[src/rtl/term_pkg.sv]
// rtl/term_pkg.sv - shared constants and enums for the terminal controller
package term_pkg;

  localparam int ADDR_W = 11;

  localparam logic [7:0] CHR_BS  = 8'h08;
  localparam logic [7:0] CHR_TAB = 8'h09;
  localparam logic [7:0] CHR_LF  = 8'h0A;
  localparam logic [7:0] CHR_FF  = 8'h0C;
  localparam logic [7:0] CHR_CR  = 8'h0D;

  typedef enum logic [1:0] {IDLE, ISSUE, WAIT} state_t;

  // OP_FILL blanks the bottom row after a scroll; OP_CLEAR blanks the whole screen
  typedef enum logic [1:0] {OP_CHAR, OP_COPY, OP_FILL, OP_CLEAR} op_t;

  function automatic logic is_printable(input logic [7:0] b);
    return (b >= 8'h20) && (b <= 8'h7E);
  endfunction

endpackage

[src/rtl/term_ctrl.sv]
// rtl/term_ctrl.sv - byte-stream terminal controller driving the block-write engine (TAB via TERM_TAB_EN)
module term_ctrl
  import term_pkg::*;
#(
  parameter int         COLS       = 80,
  parameter int         ROWS       = 25,
  parameter logic [7:0] BLANK      = 8'h20,
  parameter logic [7:0] GLYPH_BIAS = 8'd1
) (
  input  logic              clk100,
  input  logic              rst,
  input  logic              in_valid,
  input  logic [7:0]        in_data,
  output logic              in_ready,
  output logic              wr_start,
  output logic [ADDR_W-1:0] wr_begin,
  output logic [ADDR_W-1:0] wr_end,
  output logic [7:0]        wr_data,
  output logic [7:0]        wr_offset,
  input  logic              wr_complete,
  output logic [6:0]        cursor_col,
  output logic [4:0]        cursor_row,
  output logic              busy
);

  localparam logic [ADDR_W-1:0] LAST_ROW_ADDR = ADDR_W'((ROWS - 1) * COLS);
  localparam logic [ADDR_W-1:0] SCREEN_END    = ADDR_W'(ROWS * COLS);
  localparam logic [6:0]        LAST_COL      = 7'(COLS - 1);
  localparam logic [4:0]        LAST_ROW      = 5'(ROWS - 1);
  localparam logic [7:0]        BLANK_GLYPH   = BLANK + GLYPH_BIAS;
  localparam logic [7:0]        ROW_OFFSET    = 8'(COLS);

  state_t            state_q, state_d;
  op_t               op_q, op_d;
  logic [6:0]        col_d;
  logic [4:0]        row_d;
  logic [ADDR_W-1:0] begin_d, end_d;
  logic [7:0]        data_d, offset_d;
  logic [ADDR_W-1:0] cur_addr;

  assign in_ready = (state_q == IDLE) && !rst;
  assign wr_start = (state_q == ISSUE);
  assign busy     = (state_q != IDLE);
  assign cur_addr = ADDR_W'(cursor_row) * ADDR_W'(COLS) + ADDR_W'(cursor_col);

`ifdef TERM_TAB_EN
  logic [7:0] tab_sum;
  logic [6:0] tab_col;
  // next tab stop is the following multiple of 8, clamped to the last column
  always_comb begin
    tab_sum = {1'b0, cursor_col | 7'd7} + 8'd1;
    tab_col = (tab_sum > {1'b0, LAST_COL}) ? LAST_COL : tab_sum[6:0];
  end
`endif

  // sequencer: decodes accepted bytes, chains write/copy/fill, updates cursor on completion
  always_comb begin
    state_d  = state_q;
    op_d     = op_q;
    col_d    = cursor_col;
    row_d    = cursor_row;
    begin_d  = wr_begin;
    end_d    = wr_end;
    data_d   = wr_data;
    offset_d = wr_offset;
    case (state_q)
      IDLE: begin
        if (in_valid && in_ready) begin
          if (is_printable(in_data)) begin
            op_d     = OP_CHAR;
            begin_d  = cur_addr;
            end_d    = cur_addr + ADDR_W'(1);
            data_d   = in_data + GLYPH_BIAS;
            offset_d = 8'd0;
            state_d  = ISSUE;
          end else begin
            case (in_data)
              CHR_CR: col_d = 7'd0;
              CHR_BS: if (cursor_col != 7'd0) col_d = cursor_col - 7'd1;
              CHR_LF: begin
                if (cursor_row != LAST_ROW) begin
                  row_d = cursor_row + 5'd1;
                end else begin
                  op_d     = OP_COPY;
                  begin_d  = '0;
                  end_d    = LAST_ROW_ADDR;
                  data_d   = 8'd0;
                  offset_d = ROW_OFFSET;
                  state_d  = ISSUE;
                end
              end
              CHR_FF: begin
                op_d     = OP_CLEAR;
                begin_d  = '0;
                end_d    = SCREEN_END;
                data_d   = BLANK_GLYPH;
                offset_d = 8'd0;
                state_d  = ISSUE;
              end
`ifdef TERM_TAB_EN
              CHR_TAB: col_d = tab_col;
`endif
              default: ;
            endcase
          end
        end
      end
      ISSUE: state_d = WAIT;
      WAIT: begin
        if (wr_complete) begin
          state_d = IDLE;
          case (op_q)
            OP_CHAR: begin
              if (cursor_col != LAST_COL) begin
                col_d = cursor_col + 7'd1;
              end else begin
                col_d = 7'd0;
                if (cursor_row != LAST_ROW) begin
                  row_d = cursor_row + 5'd1;
                end else begin
                  op_d     = OP_COPY;
                  begin_d  = '0;
                  end_d    = LAST_ROW_ADDR;
                  data_d   = 8'd0;
                  offset_d = ROW_OFFSET;
                  state_d  = ISSUE;
                end
              end
            end
            OP_COPY: begin
              op_d     = OP_FILL;
              begin_d  = LAST_ROW_ADDR;
              end_d    = SCREEN_END;
              data_d   = BLANK_GLYPH;
              offset_d = 8'd0;
              state_d  = ISSUE;
            end
            OP_FILL: ;
            OP_CLEAR: begin
              col_d = 7'd0;
              row_d = 5'd0;
            end
            default: ;
          endcase
        end
      end
      default: state_d = IDLE;
    endcase
  end

  // state, cursor and engine fields; reset abandons any operation in flight
  always_ff @(posedge clk100) begin
    if (rst) begin
      state_q    <= IDLE;
      op_q       <= OP_CHAR;
      cursor_col <= 7'd0;
      cursor_row <= 5'd0;
      wr_begin   <= '0;
      wr_end     <= '0;
      wr_data    <= 8'd0;
      wr_offset  <= 8'd0;
    end else begin
      state_q    <= state_d;
      op_q       <= op_d;
      cursor_col <= col_d;
      cursor_row <= row_d;
      wr_begin   <= begin_d;
      wr_end     <= end_d;
      wr_data    <= data_d;
      wr_offset  <= offset_d;
    end
  end

endmodule
[config.mk]
export PLATFORM = sky130hd
export DESIGN_NAME = term_ctrl
export DESIGN_NICKNAME = d
export VERILOG_FILES = /design/src/rtl/term_pkg.sv /design/src/rtl/term_ctrl.sv
export SDC_FILE = /design/constraint.sdc
export NUM_CORES = 1
export LEC_CHECK = 0
export CORE_MARGIN = 4
export CORE_UTILIZATION = 50
export CTS_CLUSTER_DIAMETER = 200
export DETAILED_ROUTE_END_ITERATION = 10
export GPL_TIMING_DRIVEN = 0
export PLACE_DENSITY = 0.78
export SYNTH_ARGS = -nofsm -noshare
export SYNTH_HDL_FRONTEND = slang
export SYNTH_SLANG_ARGS = --single-unit
[constraint.sdc]
create_clock -name clk100 -period 3.5 [get_ports clk100]
set_clock_uncertainty 0.1 [all_clocks]
set_input_delay 0.35 -clock clk100 [delete_from_list [all_inputs] [get_ports clk100]]
set_output_delay 0.35 -clock clk100 [all_outputs]
set_load 0.05 [all_outputs]
=== Word level (Yosys, flattened, before mapping) ===
Index checks and enable logic that the tools add are counted.

* Magnitude comparators: 2
* Multiply operators: 1
* Add/sub/neg operators: 6
* Mux-type cells: 65
* Reductions and logical operators: 13
* Eq/ne operators: 21

{| class="wikitable"
|+ Operators by type and width
! cell !! count
|-
| $pmux W11 S2 || 6
|-
| $mux W11 || 10
|-
| $pmux W8 S2 || 6
|-
| $mux W8 || 10
|-
| $pmux W7 S2 || 3
|-
| $mux W7 || 5
|-
| $eq A8 B4 Y1 const B || 4
|-
| $mux W5 || 6
|-
| $pmux W5 S2 || 2
|-
| $mux W2 || 9
|-
| $pmux W2 S2 || 4
|-
| $reduce_and A7 Y1 || 2
|-
| $add A11 B1 Y11 const B || 1
|-
| $add A11 B7 Y11 || 1
|-
| $add A8 B1 Y8 const B || 1
|-
| $ge A8 B6 Y1 const B || 1
|-
| $le A8 B7 Y1 const B || 1
|-
| $add A7 B1 Y7 const B || 1
|-
| $mul A5 B3 Y7 const B || 1
|-
| $ne A7 B7 Y1 const B || 1
|-
| $reduce_bool A7 Y1 || 1
|-
| $sub A7 B1 Y7 const B || 1
|-
| $ne A3 B2 Y1 const B || 2
|-
| $ne A3 B3 Y1 const B || 2
|-
| other kinds (18) || 27
|}

* Output and inout bits: 53
* Word-level logic and storage cells: 116
* Input bits: 12
* Register bits after elaboration: 54

=== Longest topological paths before layout ===
* Depth in word-level cells: 6
* Depth in mapped cells: 10
* Depth with buffers taken out: 10

=== Worst setup path before layout ===
Ideal clock, no wire load.

* Kind: reg-to-reg
* Start: register state_q[0]
* End: register cursor_row[2]
* Arrival: 2778 ps
* Clock period less this slack: 2948 ps
* Required time: 3330 ps
* Buffers on the path: 1
* Slack: 552 ps
* Cell stages (with the launch flop): 9
* Cells stage by stage: dfxtp_1 nor2_1 inv_1 nor2_1 a32oi_1 or3_1 buf_2 or4_1 a21oi_1

* Longest elaborated chain between the ends: 5

{| class="wikitable"
|+ RTL lines
! element !! line !! source
|-
| start: declaration || term_ctrl.sv:33 || <nowiki>state_t state_q, state_d;</nowiki>
|-
| start signal: assignment || term_ctrl.sv:163 || <nowiki>state_q <= state_d;</nowiki>
|-
| $logic_not A2 Y1 || term_ctrl.sv:41 || <nowiki>assign in_ready = (state_q == IDLE) && !rst;</nowiki>
|-
| $logic_and A1 B1 Y1 || term_ctrl.sv:41 ||
|-
| named net in_ready || term_ctrl.sv:14 || <nowiki>output logic in_ready,</nowiki>
|-
| $logic_and A1 B1 Y1 || term_ctrl.sv:68 || <nowiki>if (in_valid && in_ready) begin</nowiki>
|-
| $ne A2 B1 Y1 (no line) || - ||
|-
| $reduce_and A7 Y1 (no line) || - ||
|-
| end signal: assignment || term_ctrl.sv:166 || <nowiki>cursor_row <= row_d;</nowiki>
|-
| end: declaration || term_ctrl.sv:22 || <nowiki>output logic [4:0] cursor_row,</nowiki>
|}

The timed path passes the listed nets, and every way through them passes these cells.
A chain may end at the register's enable or synchronous reset.

=== Final worst setup path ===
* Start: input in_data[0]
* End: register wr_begin[5]

* Longest elaborated chain between the ends: 5

{| class="wikitable"
|+ RTL lines
! element !! line !! source
|-
| start: declaration || term_ctrl.sv:13 || <nowiki>input logic [7:0] in_data,</nowiki>
|-
| $ge A8 B6 Y1 (tied with other cells) || term_pkg.sv:18 || <nowiki>return (b >= 8'h20) && (b <= 8'h7E);</nowiki>
|-
| $logic_and A1 B1 Y1 or $pmux W11 S2 (tied branches) || term_pkg.sv:18, term_ctrl.sv:77 ||
|-
| $mux W11 || term_ctrl.sv:69 || <nowiki>if (is_printable(in_data)) begin</nowiki>
|-
| $mux W11 || term_ctrl.sv:68 ||
|-
| $pmux W11 S2 || term_ctrl.sv:66 || <nowiki>case (state_q)</nowiki>
|-
| end signal: assignment || term_ctrl.sv:167 || <nowiki>wr_begin <= begin_d;</nowiki>
|-
| end: declaration || term_ctrl.sv:16 || <nowiki>output logic [ADDR_W-1:0] wr_begin,</nowiki>
|}

Parallel ways exist; a longest one is shown, timed or not. The select of a mux whose other input is x is not followed.

==> reports/qor.txt <==
SETUP PATH
-----------------------------------------------------------------------------------
Worst Reg2Reg Path Length in Cells                                               10
Startpoint of the most critical register-to-register path              cursor_row[1]
Crit path launch                                                         in_data[0]
Most prevalent standard cell on the critical path                      sky130_fd_sc_hd__nand3_1
List of cells traversed by the critical path                           clkdlybuf4s50_1, inv_1, ha_1, and3_1, nand3_1, nand3_1, o211ai_2, clkbuf_1, a22oi_1, nor2_1
Crit-path max FO                                                                 10
Required time at the worst-slack endpoint                                   3.65 ns
Crit path launch type                                                    input port
Worst path buffer plus inverter count                                             3
Slowest CP cell                                                        sky130_fd_sc_hd__clkdlybuf4s50_1
Largest delay contributor family on the critical path                  buffers and inverters
Largest incremental delay on the critical path                              0.61 ns
Arrival time worst endpoint                                                 3.23 ns
Type of the worst setup path                                                 in2reg
Endpoint type of the worst setup path                                      register
Number of cells on the critical path                                             10

MIN PATH
-----------------------------------------------------------------------------------
Hold path startpoint                                                    wr_begin[8]
Path type of the worst min-delay path                                       reg2reg
Hold depth                                                                        2

POWER AND IR DROP
-----------------------------------------------------------------------------------
Reg power frac                                                                50.6%
Net switching fraction of the power                                           27.7%
Gate power share                                                              15.4%
NetSw                                                                      0.345 mW
Internal power                                                             0.902 mW
Power consumption                                                           1.25 mW
Portion of total power attributed to the clock network                        33.9%
Power density normalized to cell area                                   309 nW/um^2
Worst IR Drop VDD                                                          0.217 mV
Static Leak                                                                 1.51 nW

GLOBAL ROUTE
-----------------------------------------------------------------------------------
Wire length of the first global-routing pass                               15300 um
Total congestion overflow after global routing                                    0
Pin count of the biggest net entering global routing                             17
Via count of the first global-routing pass                                     3076
Initial antenna violation count                                                   0
GRT Resource Usage Total                                                      24.6%

PLACED DESIGN
-----------------------------------------------------------------------------------
Input/output buffers                                                             62
Routability congestion estimate from global placement                         0.951
Number of placed instances, taps included                                       527
Detailed placement HPWL                                                     6700 um

ROUTING
-----------------------------------------------------------------------------------
Remaining number of nets flagged by the antenna check after routing               0
Per-cell via count in the routed design                                        5.95
DRT Pass-1 Iters                                                                  6
Via count                                                                      3183
Final routed DRC violation total                                                  0
Per-cell routed wire length                                                 16.8 um
Total wire length                                                           9000 um
Starting DRT DRC Count                                                          231

FINAL LAYOUT
-----------------------------------------------------------------------------------
Area overhead of the layout relative to synthesis                             25.7%
Count of inserted antenna diode cells                                             0
Fill cell instance count of the final layout                                    549
Final #Nets                                                                     492
Share of final-layout standard cells stronger than drive strength 1           6.09%
Count of placed standard cells in the final layout, fillers left out            535

CTS
-----------------------------------------------------------------------------------
Sink Count                                                                       54
Root Buffer Master                                                     sky130_fd_sc_hd__clkbuf_8
Clk pin slew, worst setup/hold paths                                        0.10 ns
Number of buffers added by the clock tree synthesis step                          5
Worst-skew pair later-pin latency                                           0.31 ns
TritonCTS clock tree                                                          built
Post-CTS setup-driven buffer insertion count                                      0
H-tree levels                                                                     2
Maximum number of buffers from clock root to sink                                 2
Cts-stage hold buffer count                                                       0
Post-cts resize count                                                             0

RUN
-----------------------------------------------------------------------------------
# Max-Cap Violations                                                              0

STA
-----------------------------------------------------------------------------------
Worst-Margin Slew                                                          0.726 ns
Setup total negative slack                                                     0 ns
Maximum operating frequency                                                 324 MHz
Count of endpoints failing setup in the final report                              0
Worst slew margin relative to its limit                                       51.6%
Number of max-slew violations in the final report                                 0
Setup repair after global routing missed its margin                              no
Final count of hold timing violations                                             0
Crit path time final                                                        3.08 ns
Post-route fraction of the period consumed by the critical path               88.1%
Worst slack on hold paths                                                  0.369 ns

FLOORPLAN
-----------------------------------------------------------------------------------
Die extent in x                                                             88.2 um
Core area                                                                6060 sq um
Number of placement rows                                                         28
Initial standard-cell utilization of the core                                 53.0%
Die H                                                                       88.2 um
Total die area                                                           7770 sq um
# IOs                                                                            65

SYNTHESIS
-----------------------------------------------------------------------------------
Net count after synthesis                                                       423
Syn avg cell area                                                        8.24 sq um
Warning count from the yosys run                                                  0
Number of cells produced by synthesis                                           390
Top FF cell, synth                                                     sky130_fd_sc_hd__dfxtp_1
Sequential area share after synthesis                                         33.6%
Mapped Area                                                              3210 sq um
Synthesis-stage register bit count                                               54
Number of enable flip-flop cells after synthesis                                  0
Synth unique cells                                                               60
Share of flip-flops with an asynchronous set or reset                            0%

RUN STATUS
-----------------------------------------------------------------------------------
Run status                                                             complete, no violations

-- worst register-to-register path, delay by kind of cell, from the launching register on --
family,cells,cell delay [ns]
AOI/OAI and AO/OA,2,0.40
xor gates and xnor gates,2,0.56
adders and majority gates,3,0.93
buffers and inverters,1,0.07
DFF,1,0.51
and+or+nand+nor,2,0.36
-- cell type report --
class	count	area [sq um]	area share (%)
Multi-Input combinational cell	289	1950	48.2
Timing Repair Buffer	62	621	15.4
Tap cell	75	93.8	2.32
Clock inverter	2	37.5	0.930
Inverter	24	90.1	2.23
Sequential cell	54	1080	26.8
Clock buffer	6	72.6	1.80
Buffer	23	93.8	2.32
-- metrics by stage --
stage	setup slack, ns	area (sq um)	util (%)
3_5_place_dp	0.130	3930	64.8
2_1_floorplan	0.552	3210	-
3_3_place_gp	0.205	3930	64.8
6_report	0.416	4040	66.6
4_1_cts	0.488	4040	66.6
5_1_grt	0.112	4040	66.6
-- cell usage in the layout, fill, tap and decap left out, types with 10 or more instances in the layout --
master,count
sky130_fd_sc_hd__and3_1,10
sky130_fd_sc_hd__xnor2_1,12
sky130_fd_sc_hd__clkbuf_1,18
sky130_fd_sc_hd__clkdlybuf4s50_1,62
sky130_fd_sc_hd__nand3_1,17
sky130_fd_sc_hd__ha_1,19
sky130_fd_sc_hd__nand2_1,25
sky130_fd_sc_hd__dfxtp_1,54
sky130_fd_sc_hd__o21ai_0,15
sky130_fd_sc_hd__a21oi_1,29
sky130_fd_sc_hd__nor2_1,42
sky130_fd_sc_hd__inv_1,24
sky130_fd_sc_hd__a22oi_1,18
-- power by group through the flow --
stage               Sequential (mW)  Combinational (mW)  Clock (mW)
CTS                           0.631               0.192       0.434
floorplan                     0.675              0.0937           0
finish                        0.631               0.192       0.423
global placement              0.646               0.190           0
detailed placement            0.646               0.191           0
global route                  0.633               0.209       0.460
-- registers in the layout, indices dropped and copies added (netlist names) --
register    flops
cursor_col      7
wr_begin       11
cursor_row      5
wr_offset       8
state_q         2
wr_end         11
op_q            2
wr_data         8
-- logic make-up (layout without fill, tap and decap cells) --
group	count (synthesis)	count (layout)	share of synthesized area (%)
multiplexers	2	2	0.662
AND/OR/NAND/NOR	134	134	21.4
AO/OA/AOI/OAI	112	112	24.5
buffers and inverters	47	117	5.72
flip-flops	54	54	33.6
adder cells (fa/ha/maj)	21	21	8.64
XOR/XNOR	20	20	5.45
-- synthesized netlist by cell type, types with 5 or more instances --
library cell | number | area (sq um)
sky130_fd_sc_hd__a21oi_1 | 29 | 145
sky130_fd_sc_hd__dfxtp_1 | 54 | 1080
sky130_fd_sc_hd__nor2_1 | 42 | 158
sky130_fd_sc_hd__xnor2_1 | 12 | 105
sky130_fd_sc_hd__xor2_1 | 8 | 70.1
sky130_fd_sc_hd__ha_1 | 19 | 238
sky130_fd_sc_hd__nor2b_1 | 8 | 50.1
sky130_fd_sc_hd__clkbuf_1 | 17 | 63.8
sky130_fd_sc_hd__nor3_1 | 6 | 30.0
sky130_fd_sc_hd__and2_1 | 5 | 31.3
sky130_fd_sc_hd__and3_1 | 10 | 62.6
sky130_fd_sc_hd__a22oi_1 | 18 | 135
sky130_fd_sc_hd__nand3_1 | 17 | 85.1
sky130_fd_sc_hd__buf_2 | 6 | 30.0
sky130_fd_sc_hd__o21ai_0 | 15 | 75.1
sky130_fd_sc_hd__nand2_1 | 25 | 93.8
sky130_fd_sc_hd__inv_1 | 24 | 90.1
sky130_fd_sc_hd__a221oi_1 | 6 | 52.6
-- worst paths after layout --
kind / endpoint / slack (ns)
worst max-delay path: wr_begin[5] / 0.42
worst min-delay path: wr_begin[8] / 0.37
worst max register to register: wr_end[10] / 0.47
worst min register to register: wr_begin[8] / 0.37
-- metal layers --
metal	up-vias	part of all wire [%]	GRT usage (%)
met5	-	0	0
met4	0	2.0	7.55
met3	16	5.7	4.80
met2	118	47	39.2
met1	1504	46	33.6
li1	1545	-	-
Note: power is estimated with default switching activity, not from simulation.
